$ cat src/rtl/best_arr_streamer_if.sv
// Bus bundle between the best-array streamer, the best-array RAM read port
// and the write side of the output FIFO.
interface best_arr_streamer_if #(
  parameter int DATA_WIDTH = 11,
  parameter int ADDR_WIDTH = 9
) ();
  logic                  mem_ren;
  logic [ADDR_WIDTH-1:0] mem_raddr;
  logic [DATA_WIDTH-1:0] mem_rdata;
  logic                  out_wenq;
  logic [DATA_WIDTH-1:0] out_wdata;
  logic                  out_wfull_n;

  // The streamer drives read requests and FIFO writes.
  modport master (
    output mem_ren,
    output mem_raddr,
    input  mem_rdata,
    output out_wenq,
    output out_wdata,
    input  out_wfull_n
  );

  // RAM and FIFO side of the same bundle.
  modport slave (
    input  mem_ren,
    input  mem_raddr,
    output mem_rdata,
    input  out_wenq,
    input  out_wdata,
    output out_wfull_n
  );
endinterface

$ cat src/rtl/best_arr_streamer.sv
// Streams the best-match index array from the best-array RAM into the output
// FIFO, in blocked (partition / block / row / column) or raster order.
// Returned read data lands in a 2-entry skid buffer whose head bypasses the
// register when it is empty, so one word per cycle flows under no backpressure.
module best_arr_streamer #(
  parameter int DATA_WIDTH = 11,
  parameter int ROW_SIZE   = 26,
  parameter int COL_SIZE   = 19,
  parameter int NUM_PARTS  = 2,
  parameter int BLOCKING   = 4,
  parameter int ADDR_WIDTH = $clog2(ROW_SIZE * COL_SIZE)
) (
  input  logic clk,
  input  logic rst_n,
  input  logic start,
  input  logic raster_mode,
  output logic busy,
  output logic done,
  best_arr_streamer_if.master bus
);

  localparam int PART_W  = ROW_SIZE / NUM_PARTS;
  localparam int NUM_BLK = (PART_W + BLOCKING - 1) / BLOCKING;
  localparam int TOTAL   = ROW_SIZE * COL_SIZE;
  localparam int XI_W    = $clog2(BLOCKING + 1);
  localparam int Y_W     = $clog2(COL_SIZE + 1);
  localparam int X_W     = $clog2(NUM_BLK + 1);
  localparam int P_W     = $clog2(NUM_PARTS + 1);

  localparam logic [XI_W-1:0]       XI_LAST = XI_W'(BLOCKING - 1);
  localparam logic [Y_W-1:0]        Y_LAST  = Y_W'(COL_SIZE - 1);
  localparam logic [X_W-1:0]        X_LAST  = X_W'(NUM_BLK - 1);
  localparam logic [P_W-1:0]        P_LAST  = P_W'(NUM_PARTS - 1);
  localparam logic [ADDR_WIDTH-1:0] A_ROW   = ADDR_WIDTH'(ROW_SIZE);
  localparam logic [ADDR_WIDTH-1:0] A_BLK   = ADDR_WIDTH'(BLOCKING);
  localparam logic [ADDR_WIDTH-1:0] A_PART  = ADDR_WIDTH'(PART_W);
  localparam logic [ADDR_WIDTH-1:0] A_LAST  = ADDR_WIDTH'(TOTAL - 1);
  localparam logic [ADDR_WIDTH-1:0] A_ONE   = ADDR_WIDTH'(1);

  if (ROW_SIZE % NUM_PARTS != 0) begin : g_param_check
    $error("best_arr_streamer: ROW_SIZE must be a multiple of NUM_PARTS");
  end

  typedef enum logic [1:0] {
    IDLE  = 2'd0,
    RUN   = 2'd1,
    DRAIN = 2'd2
  } state_t;

  state_t                state;
  state_t                next_state;
  logic                  raster;
  logic [ADDR_WIDTH-1:0] issue_cnt;
  logic [ADDR_WIDTH-1:0] xpos;
  logic [ADDR_WIDTH-1:0] part_base;
  logic [ADDR_WIDTH-1:0] col_base;
  logic [ADDR_WIDTH-1:0] row_base;
  logic [XI_W-1:0]       xi;
  logic [Y_W-1:0]        y;
  logic [X_W-1:0]        x;
  logic [P_W-1:0]        p;
  logic                  inflight;
  logic [1:0]            occ;
  logic [1:0]            occ_next;
  logic [DATA_WIDTH-1:0] entry0;
  logic [DATA_WIDTH-1:0] entry1;
  logic                  issue;
  logic                  last_issue;
  logic                  last_xi;
  logic                  wenq;
  logic                  pop;

  // Read issue: only while running and while buffered plus in-flight words leave room.
  always_comb begin
    issue      = (state == RUN) && ((occ == 2'd0) || ((occ == 2'd1) && !inflight));
    last_issue = (issue_cnt == A_LAST);
    last_xi    = (xi == XI_LAST) || ((xpos + ADDR_WIDTH'(xi) + A_ONE) == A_PART);
  end

  // Output and RAM ports; an empty skid presents the arriving RAM word directly.
  always_comb begin
    wenq          = (occ != 2'd0) || inflight;
    pop           = wenq && bus.out_wfull_n;
    bus.out_wenq  = wenq;
    bus.out_wdata = (occ != 2'd0) ? entry0 : bus.mem_rdata;
    bus.mem_ren   = issue;
    bus.mem_raddr = raster ? issue_cnt : (row_base + ADDR_WIDTH'(xi));
    busy          = (state != IDLE);
  end

  // Skid occupancy after this cycle's arrival and pop.
  always_comb begin
    occ_next = occ;
    case (occ)
      2'd0: occ_next = (inflight && !pop) ? 2'd1 : 2'd0;
      2'd1: begin
        if (pop && !inflight) begin
          occ_next = 2'd0;
        end else if (!pop && inflight) begin
          occ_next = 2'd2;
        end else begin
          occ_next = 2'd1;
        end
      end
      2'd2: occ_next = pop ? 2'd1 : 2'd2;
      default: occ_next = occ;
    endcase
  end

  // Next-state logic; leaving DRAIN waits until every returned word has been written.
  always_comb begin
    next_state = state;
    case (state)
      IDLE:    if (start) next_state = RUN;
      RUN:     if (issue && last_issue) next_state = DRAIN;
      DRAIN:   if (occ_next == 2'd0) next_state = IDLE;
      default: next_state = IDLE;
    endcase
  end

  // State register and the registered done pulse.
  always_ff @(posedge clk or negedge rst_n) begin
    if (!rst_n) begin
      state <= IDLE;
      done  <= 1'b0;
    end else begin
      state <= next_state;
      done  <= (state == DRAIN) && (next_state == IDLE);
    end
  end

  // Address counters: running bases replace multiplies, invalid tail slots of a block are skipped.
  always_ff @(posedge clk or negedge rst_n) begin
    if (!rst_n) begin
      raster    <= 1'b0;
      issue_cnt <= '0;
      xi        <= '0;
      y         <= '0;
      x         <= '0;
      p         <= '0;
      xpos      <= '0;
      part_base <= '0;
      col_base  <= '0;
      row_base  <= '0;
    end else if ((state == IDLE) && start) begin
      raster    <= raster_mode;
      issue_cnt <= '0;
      xi        <= '0;
      y         <= '0;
      x         <= '0;
      p         <= '0;
      xpos      <= '0;
      part_base <= '0;
      col_base  <= '0;
      row_base  <= '0;
    end else if (issue) begin
      issue_cnt <= issue_cnt + A_ONE;
      if (!last_xi) begin
        xi <= xi + 1'b1;
      end else begin
        xi <= '0;
        if (y != Y_LAST) begin
          y        <= y + 1'b1;
          row_base <= row_base + A_ROW;
        end else begin
          y <= '0;
          if (x != X_LAST) begin
            x        <= x + 1'b1;
            xpos     <= xpos + A_BLK;
            col_base <= col_base + A_BLK;
            row_base <= col_base + A_BLK;
          end else begin
            x    <= '0;
            xpos <= '0;
            if (p != P_LAST) begin
              p         <= p + 1'b1;
              part_base <= part_base + A_PART;
              col_base  <= part_base + A_PART;
              row_base  <= part_base + A_PART;
            end else begin
              p         <= '0;
              part_base <= '0;
              col_base  <= '0;
              row_base  <= '0;
            end
          end
        end
      end
    end
  end

  // Skid storage: capture RAM data that cannot bypass, shift on pop.
  always_ff @(posedge clk or negedge rst_n) begin
    if (!rst_n) begin
      inflight <= 1'b0;
      occ      <= 2'd0;
      entry0   <= '0;
      entry1   <= '0;
    end else begin
      inflight <= issue;
      occ      <= occ_next;
      case (occ)
        2'd0: begin
          if (inflight && !pop) entry0 <= bus.mem_rdata;
        end
        2'd1: begin
          if (pop && inflight) begin
            entry0 <= bus.mem_rdata;
          end else if (!pop && inflight) begin
            entry1 <= bus.mem_rdata;
          end
        end
        2'd2: begin
          if (pop) entry0 <= entry1;
        end
        default: begin
          entry0 <= entry0;
        end
      endcase
    end
  end

endmodule

$ cat src/flat_wrapper.sv
// flat-port wrapper written by rule: the top's interface ports become plain ports
module best_arr_streamer_flat 
#(
  parameter int DATA_WIDTH = 11,
  parameter int ROW_SIZE   = 26,
  parameter int COL_SIZE   = 19,
  parameter int NUM_PARTS  = 2,
  parameter int BLOCKING   = 4,
  parameter int ADDR_WIDTH = $clog2(ROW_SIZE * COL_SIZE)
)
  (clk, rst_n, start, raster_mode, busy, done, bus_mem_ren, bus_mem_raddr, bus_mem_rdata, bus_out_wenq, bus_out_wdata, bus_out_wfull_n);
  best_arr_streamer_if #(.DATA_WIDTH(DATA_WIDTH), .ADDR_WIDTH(ADDR_WIDTH)) bus_i ();
  input  logic clk;
  input  logic rst_n;
  input  logic start;
  input  logic raster_mode;
  output logic busy;
  output logic done;
  output wire logic [$bits(bus_i.mem_ren)-1:0] bus_mem_ren;
  output wire logic [$bits(bus_i.mem_raddr)-1:0] bus_mem_raddr;
  input wire logic [$bits(bus_i.mem_rdata)-1:0] bus_mem_rdata;
  output wire logic [$bits(bus_i.out_wenq)-1:0] bus_out_wenq;
  output wire logic [$bits(bus_i.out_wdata)-1:0] bus_out_wdata;
  input wire logic [$bits(bus_i.out_wfull_n)-1:0] bus_out_wfull_n;
  assign bus_mem_ren = bus_i.mem_ren;
  assign bus_mem_raddr = bus_i.mem_raddr;
  assign bus_i.mem_rdata = bus_mem_rdata;
  assign bus_out_wenq = bus_i.out_wenq;
  assign bus_out_wdata = bus_i.out_wdata;
  assign bus_i.out_wfull_n = bus_out_wfull_n;
  best_arr_streamer #(.DATA_WIDTH(DATA_WIDTH), .ROW_SIZE(ROW_SIZE), .COL_SIZE(COL_SIZE), .NUM_PARTS(NUM_PARTS), .BLOCKING(BLOCKING), .ADDR_WIDTH(ADDR_WIDTH)) u_core (.clk(clk), .rst_n(rst_n), .start(start), .raster_mode(raster_mode), .busy(busy), .done(done), .bus(bus_i));
endmodule
$ cat config.mk
export PLATFORM = sky130hd
export DESIGN_NAME = best_arr_streamer_flat
export DESIGN_NICKNAME = d
export VERILOG_FILES = /design/src/rtl/best_arr_streamer_if.sv /design/src/rtl/best_arr_streamer.sv /design/src/flat_wrapper.sv
export SDC_FILE = /design/constraint.sdc
export NUM_CORES = 1
export LEC_CHECK = 0
export ABC_AREA = 1
export BUFFER_PORTS_ARGS = -buffer_cell sky130_fd_sc_hd__buf_2
export CAP_MARGIN = 0
export CORE_ASPECT_RATIO = 2
export CORE_MARGIN = 2
export CORE_UTILIZATION = 30
export DETAILED_ROUTE_END_ITERATION = 6
export PLACE_DENSITY = 0.47
export SLEW_MARGIN = 20
export SYNTH_ARGS = -nofsm -noshare
export SYNTH_HDL_FRONTEND = slang
export SYNTH_SLANG_ARGS = --single-unit
$ cat constraint.sdc
create_clock -name clk -period 2.3 [get_ports clk]
set_clock_uncertainty 0.2 [all_clocks]
set_input_delay 0.345 -clock clk [delete_from_list [all_inputs] [get_ports clk]]
set_output_delay 0.345 -clock clk [all_outputs]
set_load 0.02 [all_outputs]
Yosys cells after proc, flatten, opt, wreduce, memory -nomap -nowiden
Index checks and enable logic that the tools add are counted.

word-level totals
  bits in registers = 87
  input bits = 16
  output and inout port bits = 24
  logic and storage cells = 127

operators by class
  $add $sub $neg = 12
  equal/unequal tests = 15
  mux-type cells = 55
  bitwise logic cells = 1
  reduce and logical (&&, ||, !) cells = 28

operators with widths
  kind                   number
  $mux W9                23
  $mux W11               4
  $pmux W11 S3           1
  $mux W2                12
  $mux W3                8
  $mux W5                4
  $add A9 B1 Y9 const B  2
  $add A9 B3 Y9          2
  $add A9 B3 Y9 const B  2
  $pmux W2 S3            2
  $add A9 B4 Y9 const B  1
  $add A9 B5 Y9 const B  1
  $eq A9 B4 Y1 const B   1
  $eq A9 B9 Y1 const B   1
  $logic_and A1 B1 Y1    9
  $logic_not A2 Y1       4
  $ne A2 B1 Y1 const B   4
  $reduce_and A4 Y1      2
  $reduce_bool A2 Y1     4
  $add A3 B1 Y3 const B  2
  $reduce_and A3 Y1      2
  $add A5 B1 Y5 const B  1
  $ne A5 B5 Y1 const B   1
  $eq A2 B1 Y1 const B   2
  11 further kinds       16

Depth between registers and ports, before layout
Gate-level depths: netlist (run 1).

  word-level depth = 13
  depth in mapped cells = 12
  depth with buffers taken out = 11

Least setup slack after synthesis (run 1)
Ideal clock, no wire load.

  path type = flip-flop to output port
  from = register u_core.xi[0]
  to = output port bus_mem_raddr[6]
  data arrival time = 2.056 ns
  data required time = 1.755 ns
  setup slack = -0.301 ns
  cell stages (with the launch flop) = 11
  path buffers = 0
  cell sequence = dfrtp_1 -> ha_1 -> inv_1 -> fa_1 -> inv_1 -> nand2_1 -> a21oi_1 -> nand2_1 -> nor2_1 -> xor2_1 -> o21ai_0

between the ends
  word-level cells in the longest chain between the ends = 2

ends and longest elaborated chain
  item                      RTL line                  RTL
  start: declaration        best_arr_streamer.sv:58   logic [XI_W-1:0] xi;
  start signal: assignment  best_arr_streamer.sv:159  xi <= xi + 1'b1;
  $add A9 B3 Y9             best_arr_streamer.sv:87   bus.mem_raddr = raster ? issue_cnt : (row_base + ADDR_WIDTH'(xi));
  $mux W9                   best_arr_streamer.sv:87
  end: declaration          flat_wrapper.sv:20        output wire logic [$bits(bus_i.mem_raddr)-1:0] bus_mem_raddr;

Every way passes these cells.

Worst setup path after layout (run 1)
  from = register u_core.row_base[0]
  to = output port bus_mem_raddr[6]

between the ends
  word-level cells in the longest chain between the ends = 2

ends and longest elaborated chain
  item                      RTL line                  RTL
  start: declaration        best_arr_streamer.sv:57   logic [ADDR_WIDTH-1:0] row_base;
  start signal: assignment  best_arr_streamer.sv:164  row_base <= row_base + A_ROW;
  start signal: assignment  best_arr_streamer.sv:171  row_base <= col_base + A_BLK;
  start signal: assignment  best_arr_streamer.sv:179  row_base <= part_base + A_PART;
  $add A9 B3 Y9             best_arr_streamer.sv:87
  $mux W9                   best_arr_streamer.sv:87

Every way passes these cells.

==> results of run 1 <==
[registers in the layout (all words and copies together), names as in the netlist, 3 cells and up]
signal            count
u_core.issue_cnt      9
u_core.entry1        11
u_core.x              3
u_core.row_base       9
u_core.y              5
u_core.part_base      9
u_core.xi             3
u_core.entry0        11
u_core.col_base       9
u_core.xpos           7
[cell type report]
cell class	instances	area (um2)
Tap cell	207	259.0
Multi-Input combinational cell	487	2650
Timing Repair Buffer	74	548.0
Sequential cell	85	2128
Clock inverter	5	75.07
Inverter	92	350.3
Clock buffer	10	239.0
Fill cell	1786	10520
[what timing repair did]
item | CTS | global route
hold endpoints to repair | 23 | 0
setup buffers | 3 | 2
gates resized for setup | 31 | 13
hold buffers | 1 | 0
gates cloned | 0 | 0
endpoints found under the setup margin | 8 | 13
pin swaps | 10 | 9
[worst paths after layout]
| path | from | to | cells past startpoint |
|---|---|---|---|
| setup / recovery | u_core.row_base[0] | bus_mem_raddr[6] | 11 |
| hold / removal | raster_mode | u_core.raster | 3 |
| setup reg to reg | u_core.xi[1] | u_core.row_base[0] | 12 |
| hold reg to reg | u_core.xpos[6] | u_core.xpos[6] | 2 |
| max in group asynchronous | rst_n | u_core.y[1] | 3 |
| min in group asynchronous | rst_n | u_core.entry1[1] | 2 |
[through the flow]
| stage | util, % | std cells |
|---|---|---|
| after floorplan | - | 683 |
| after global placement | 34.19 | 939 |
| after detailed placement | 34.19 | 939 |
| after CTS | 36.95 | 958 |
| after global routing | 37.28 | 960 |
| final | 37.28 | 960 |
[metal layers]
metal | vias to the layer above | global-route usage [%]
li1 | 2318 | -
met1 | 2132 | 14.69
met2 | 57 | 31.17
met3 | 19 | 2.786
met4 | 0 | 6.988
met5 | - | 0
[synthesized netlist by cell type, types with 2 or more instances]
library cell and count:
a21oi_1 26, a22oi_1 2, a31o_2 2, buf_2 3, buf_6 3, buf_8 2
clkbuf_1 10, dfrtp_1 85, ha_1 17, inv_1 87, inv_2 3, inv_4 2
nand2_1 210, nand2_4 4, nand3_1 35, nand3_2 2, nand3_4 2, nand4_1 15
nor2_1 45, nor2_2 6, nor2_4 4, nor3_1 6, o21a_1 2, o21ai_0 60
o21ai_1 4, o21ai_2 17, o22ai_1 5, xor2_1 10
[worst reg2reg max path, stage by stage, from the launching register on]
cell and delay (ps):
dfrtp_1 400, buf_6 130, buf_4 130, ha_1 210, nand2_1 70, nand4_1 80, nor2_1 120, nand2_2 110
nand2_4 140, nand2_4 100, nor2_4 260, nand2_2 100, nand2_1 70
[where the power goes]
part / internal [mW] / switching, mW
combinational: 1.29 / 2.15
sequential: 1.93 / 0.336
clock: 0.969 / 0.612
total: 4.19 / 3.09
[logic make-up after synthesis]
group | Yosys count
buffers and inverters | 111
xor gates and xnor gates | 11
and+or+nand+nor | 334
adders and majority gates | 18
AOI/OAI and AO/OA | 124
DFF | 85
==> impl_metrics.tcl, run 1 <==
set metrics [dict create \
    status "finished, violations left" \
    violations "setup timing" \
    yosysSeqAreaShare_pct 41.37 \
    final_common_cell "nand2_1" \
    drive_gt1_share_pct 20.85 \
    clock-sinks 85 \
    antenna_cells 0 \
    slew_violations 0 \
    vias_per_cell 4.715 \
    antenna_found_initial 0 \
    ant_nets 0 \
    nets 783 \
    power_density_nw_per_um2 1165 \
    peakVddDrop_mv 0.4126 \
    path_max_fanout 2 \
    dp_hpwl_mm 10.31 \
    hp-class "primary input to flip-flop" \
    die_h_um 189.1 \
    worstPathCellList "ha_2 -> inv_2 -> fa_2 -> inv_2 -> nand2_2 -> a21oi_2 -> nand2_1 -> nor2_2 -> xor2_1 -> o21ai_2 -> buf_6" \
    min_period_over_period_pct 115.9 \
    syn_inst 683 \
    dpl_cell_area_um2 5733 \
    slew_headroom_pct 53.94 \
    routed.top_layer "met4" \
    synth_compound_area_share_pct 14.12 \
    routed_wl_mm 13.39 \
    drcViolationCount 0 \
    path_delay_family "adder cells" \
    grtUsageTotal_pct 15.71 \
    die_w_um 96.57 \
    synth_top_area_cell "dfrtp_1" \
    synth_edf_count 0 \
    critPathBufInv 3 \
    ff2ff_setup_slack_ps 120 \
    wl_met2_mm 7.768 \
    synth-simple-area-share_pct 28.89 \
    synth_nets 717 \
    place_ws_ps -176.2 \
    path_common_cell "inv_2" \
    slowest_stage "dfrtp_1" \
    grt_max_degree 41 \
    initial_utilization_pct 30.66 \
    design_area_um2 6250 \
    holdWs_ps 18.10 \
    cp_slowest_stage_delay_ps 370 \
    tightest_slew_ps 689.3 \
    critPathCaptureType "output port" \
    globalRouteOverflowTotal 0 \
    worst_ep_required_time_ps 1750 \
    numPortBuffers 39 \
    synthMuxAreaShare_pct 0 \
    synth_top_family_by_area "simple AND/OR/NAND/NOR gates" \
    synth_fa_ha_area_share_pct 4.527 \
    dieArea_um2 18260 \
    cts_buffers 9 \
    period_minus_slack_ps 2666 \
    synth.cell_area_um2 5141 \
    synth_top_area_share_pct 41.37 \
    first_pass_iters 4 \
    path_class "flip-flop to output port" \
    clock_latency_ps 350 \
    ys_seq_elements 85 \
    area_growth_pct 21.56 \
    critPathLaunchType "flip-flop" \
    clkTransAtPathRegs_ps 60 \
    synthTopCellsByArea "dfrtp_1 (41%), nand2_1 (15%), inv_1 (6.4%)" \
    fmax_mhz 375.1 \
    ys_types 42 \
    avgSynthCellArea_um2 7.527 \
    layout_common_cells "nand2_1 (203), inv_1 (85), dfrtp_1 (84)" \
    maxCapViolations 0 \
    setup_ws_ps -366.3 \
    ys.flop_type "dfrtp_1" \
    synth_warnings 0 \
    power_mw 7.283 \
    first_global_vias 4592 \
    pin_count 40 \
    p_leak_nw 3.160 \
    core-area_um2 16770 \
    clockBufferDepth 2 \
    hold_violations 0 \
    wl_met1_mm 4.902 \
    drt_iter0_drc 105 \
    rows 67 \
    synth_xor_area_share_pct 1.874 \
    async_flop_share_pct 100.0 \
    met3WireLength_um 352 \
    cts.htree.levels 3 \
    wire_per_inst_um 13.94 \
    grt_pass1_wl_mm 21.97 \
    place_congestion 0.7964 \
    rsz0062_at_grt "true" \
    route.vias.total 4526 \
    arrival_ps 2120 \
    setup_viol 6 \
    setup_tns_ps -1247 \
    cts_tree "done" \
    root_buffer "clkbuf_16" \
]
No activity file was read; power rests on OpenSTA's default activity.
==> run 2: changes to the inputs <==
--- a/config.mk
+++ b/config.mk
@@ -13,6 +13,7 @@
 export CORE_UTILIZATION = 30
 export DETAILED_ROUTE_END_ITERATION = 6
 export PLACE_DENSITY = 0.47
+export SKIP_CTS_REPAIR_TIMING = 1
 export SLEW_MARGIN = 20
 export SYNTH_ARGS = -nofsm -noshare
 export SYNTH_HDL_FRONTEND = slang
==> run 2 against run 1 <==
The flow still finishes with violations (setup timing). Cell count fell by 0.42%. Via count barely moved. Die area did not move. Critical path depth did not move. Utilization fell by 0.19 points. Register-to-register slack improved by 60 ps. Count of clock-buffer cells in the layout did not move. Largest cell class unchanged.
==> impl_metrics.tcl, run 2 (synthesis gave the netlist of run 1 again) <==
set metrics [dict create \
    period_minus_slack_ps 2697 \
    root_buffer "clkbuf_16" \
    wire_per_inst_um 13.92 \
    violations "setup timing" \
    dieArea_um2 18260 \
    initial_utilization_pct 30.66 \
    slew_headroom_pct 54.26 \
    routed_wl_mm 13.31 \
    hold_violations 0 \
    peakVddDrop_mv 0.4120 \
    seq_area_um2 2128 \
    tightest_slew_ps 684.5 \
    cts_tree "done" \
    antenna_found_initial 0 \
    n_fill_cell 1788 \
    globalRouteOverflowTotal 0 \
    rows 67 \
    nets 779 \
    p_leak_nw 3.136 \
    drt_iter0_drc 118 \
    grt_pass1_wl_mm 21.65 \
    path_max_fanout 2 \
    ant_nets 0 \
    antenna_cells 0 \
    cts.htree.levels 3 \
    hp-class "primary input to flip-flop" \
    drcViolationCount 0 \
    core-area_um2 16770 \
    grtUsageTotal_pct 15.53 \
    clockBufferDepth 2 \
    drive_gt1_share_pct 20.16 \
    cts_buffers 9 \
    dpl_cell_area_um2 5733 \
    arrival_ps 2150 \
    maxCapViolations 0 \
    first_pass_iters 4 \
    status "finished, violations left" \
    area_growth_pct 20.93 \
    clock_latency_ps 360 \
    fin_util_pct 37.08 \
    die_h_um 189.1 \
    holdWs_ps 13.33 \
    fmax_mhz 370.7 \
    clock-sinks 85 \
    power_density_nw_per_um2 1168 \
    place_congestion 0.7964 \
    layout_common_cells "nand2_1 (206), inv_1 (85), dfrtp_1 (84)" \
    slew_violations 0 \
    route.vias.total 4524 \
    setup_viol 6 \
    reg_top3 "u_core.entry0: 11 flops, u_core.entry1: 11 flops" \
    clkTransAtPathRegs_ps 60 \
    rsz0062_at_grt "true" \
    critPathLaunchType "flip-flop" \
    critPathCaptureType "output port" \
    grt_max_degree 41 \
    first_global_vias 4558 \
    final_common_cell "nand2_1" \
    setup_ws_ps -397.3 \
    multi_input_area_um2 2648 \
    design_area_um2 6217 \
    pin_count 40 \
    power_mw 7.261 \
    die_w_um 96.57 \
    dp_hpwl_mm 10.31 \
    worst_ep_required_time_ps 1750 \
    vias_per_cell 4.732 \
    numPortBuffers 39 \
    min_period_over_period_pct 117.3 \
    path_class "flip-flop to output port" \
]
[run 2: cell types whose count changed in the layout (fill, tap and decap cells not counted), sizes merged]
| cell | before | now |
|---|---|---|
| buf | 73 | 69 |
[run 2: final timing paths]
kind | from | end | slack [ps] | cells past startpoint
worst max-delay path | u_core.row_base[0] | bus_mem_raddr[6] | -400 | 11
worst min-delay path | raster_mode | u_core.raster | 10 | 3
worst max register to register | u_core.xi[2] | u_core.row_base[0] | 180 | 11
worst min register to register | u_core.xpos[6] | u_core.xpos[6] | 290 | 2
max in group asynchronous | rst_n | u_core.y[0] | 1000 | 3
min in group asynchronous | rst_n | u_core.entry1[1] | 250 | 2
[run 2: metrics by stage]
stage / std cells / TNS, ps / setup slack, ps
floorplan: 683 / -58.11 / -58.11
global placement: 939 / -193.0 / -136.8
detailed placement: 939 / -317.1 / -176.2
CTS: 954 / -2727 / -567.9
global route: 956 / -2102 / -533.6
finish: 956 / -1375 / -397.3
[run 2: power breakdown]
part	switching (mW)	internal, mW	leakage (nW)	total (mW)
Clock	0.617	0.969	0.158	1.59
Sequential	0.333	1.93	1.08	2.26
Combinational	2.14	1.27	1.89	3.41
[run 2: routing by layer]
layer / wire (um) / share of wire [%] / GRT usage, %
met5: 0 / 0 / 0
met4: 331 / 2.5 / 6.771
met3: 349 / 2.6 / 2.706
met2: 7789 / 59 / 31.33
met1: 4838 / 36 / 14.13
[run 2: area by class of cell]
| type | count | area share [%] |
|---|---|---|
| Clock buffer | 10 | 3.844 |
| Inverter | 92 | 5.635 |
| Clock inverter | 5 | 1.207 |
| Timing Repair Buffer | 70 | 8.332 |
| Sequential cell | 85 | 34.23 |
| Tap cell | 207 | 4.166 |
| Multi-Input combinational cell | 487 | 42.58 |
[run 2: critical path: stages, from the launching register on]
cell and delay [ps]:
dfrtp_1 360, ha_2 190, inv_2 40, fa_2 320, inv_2 70, nand2_2 50
a21oi_2 160, nand2_1 100, nor2_2 120, xor2_1 170, o21ai_2 80, buf_6 130
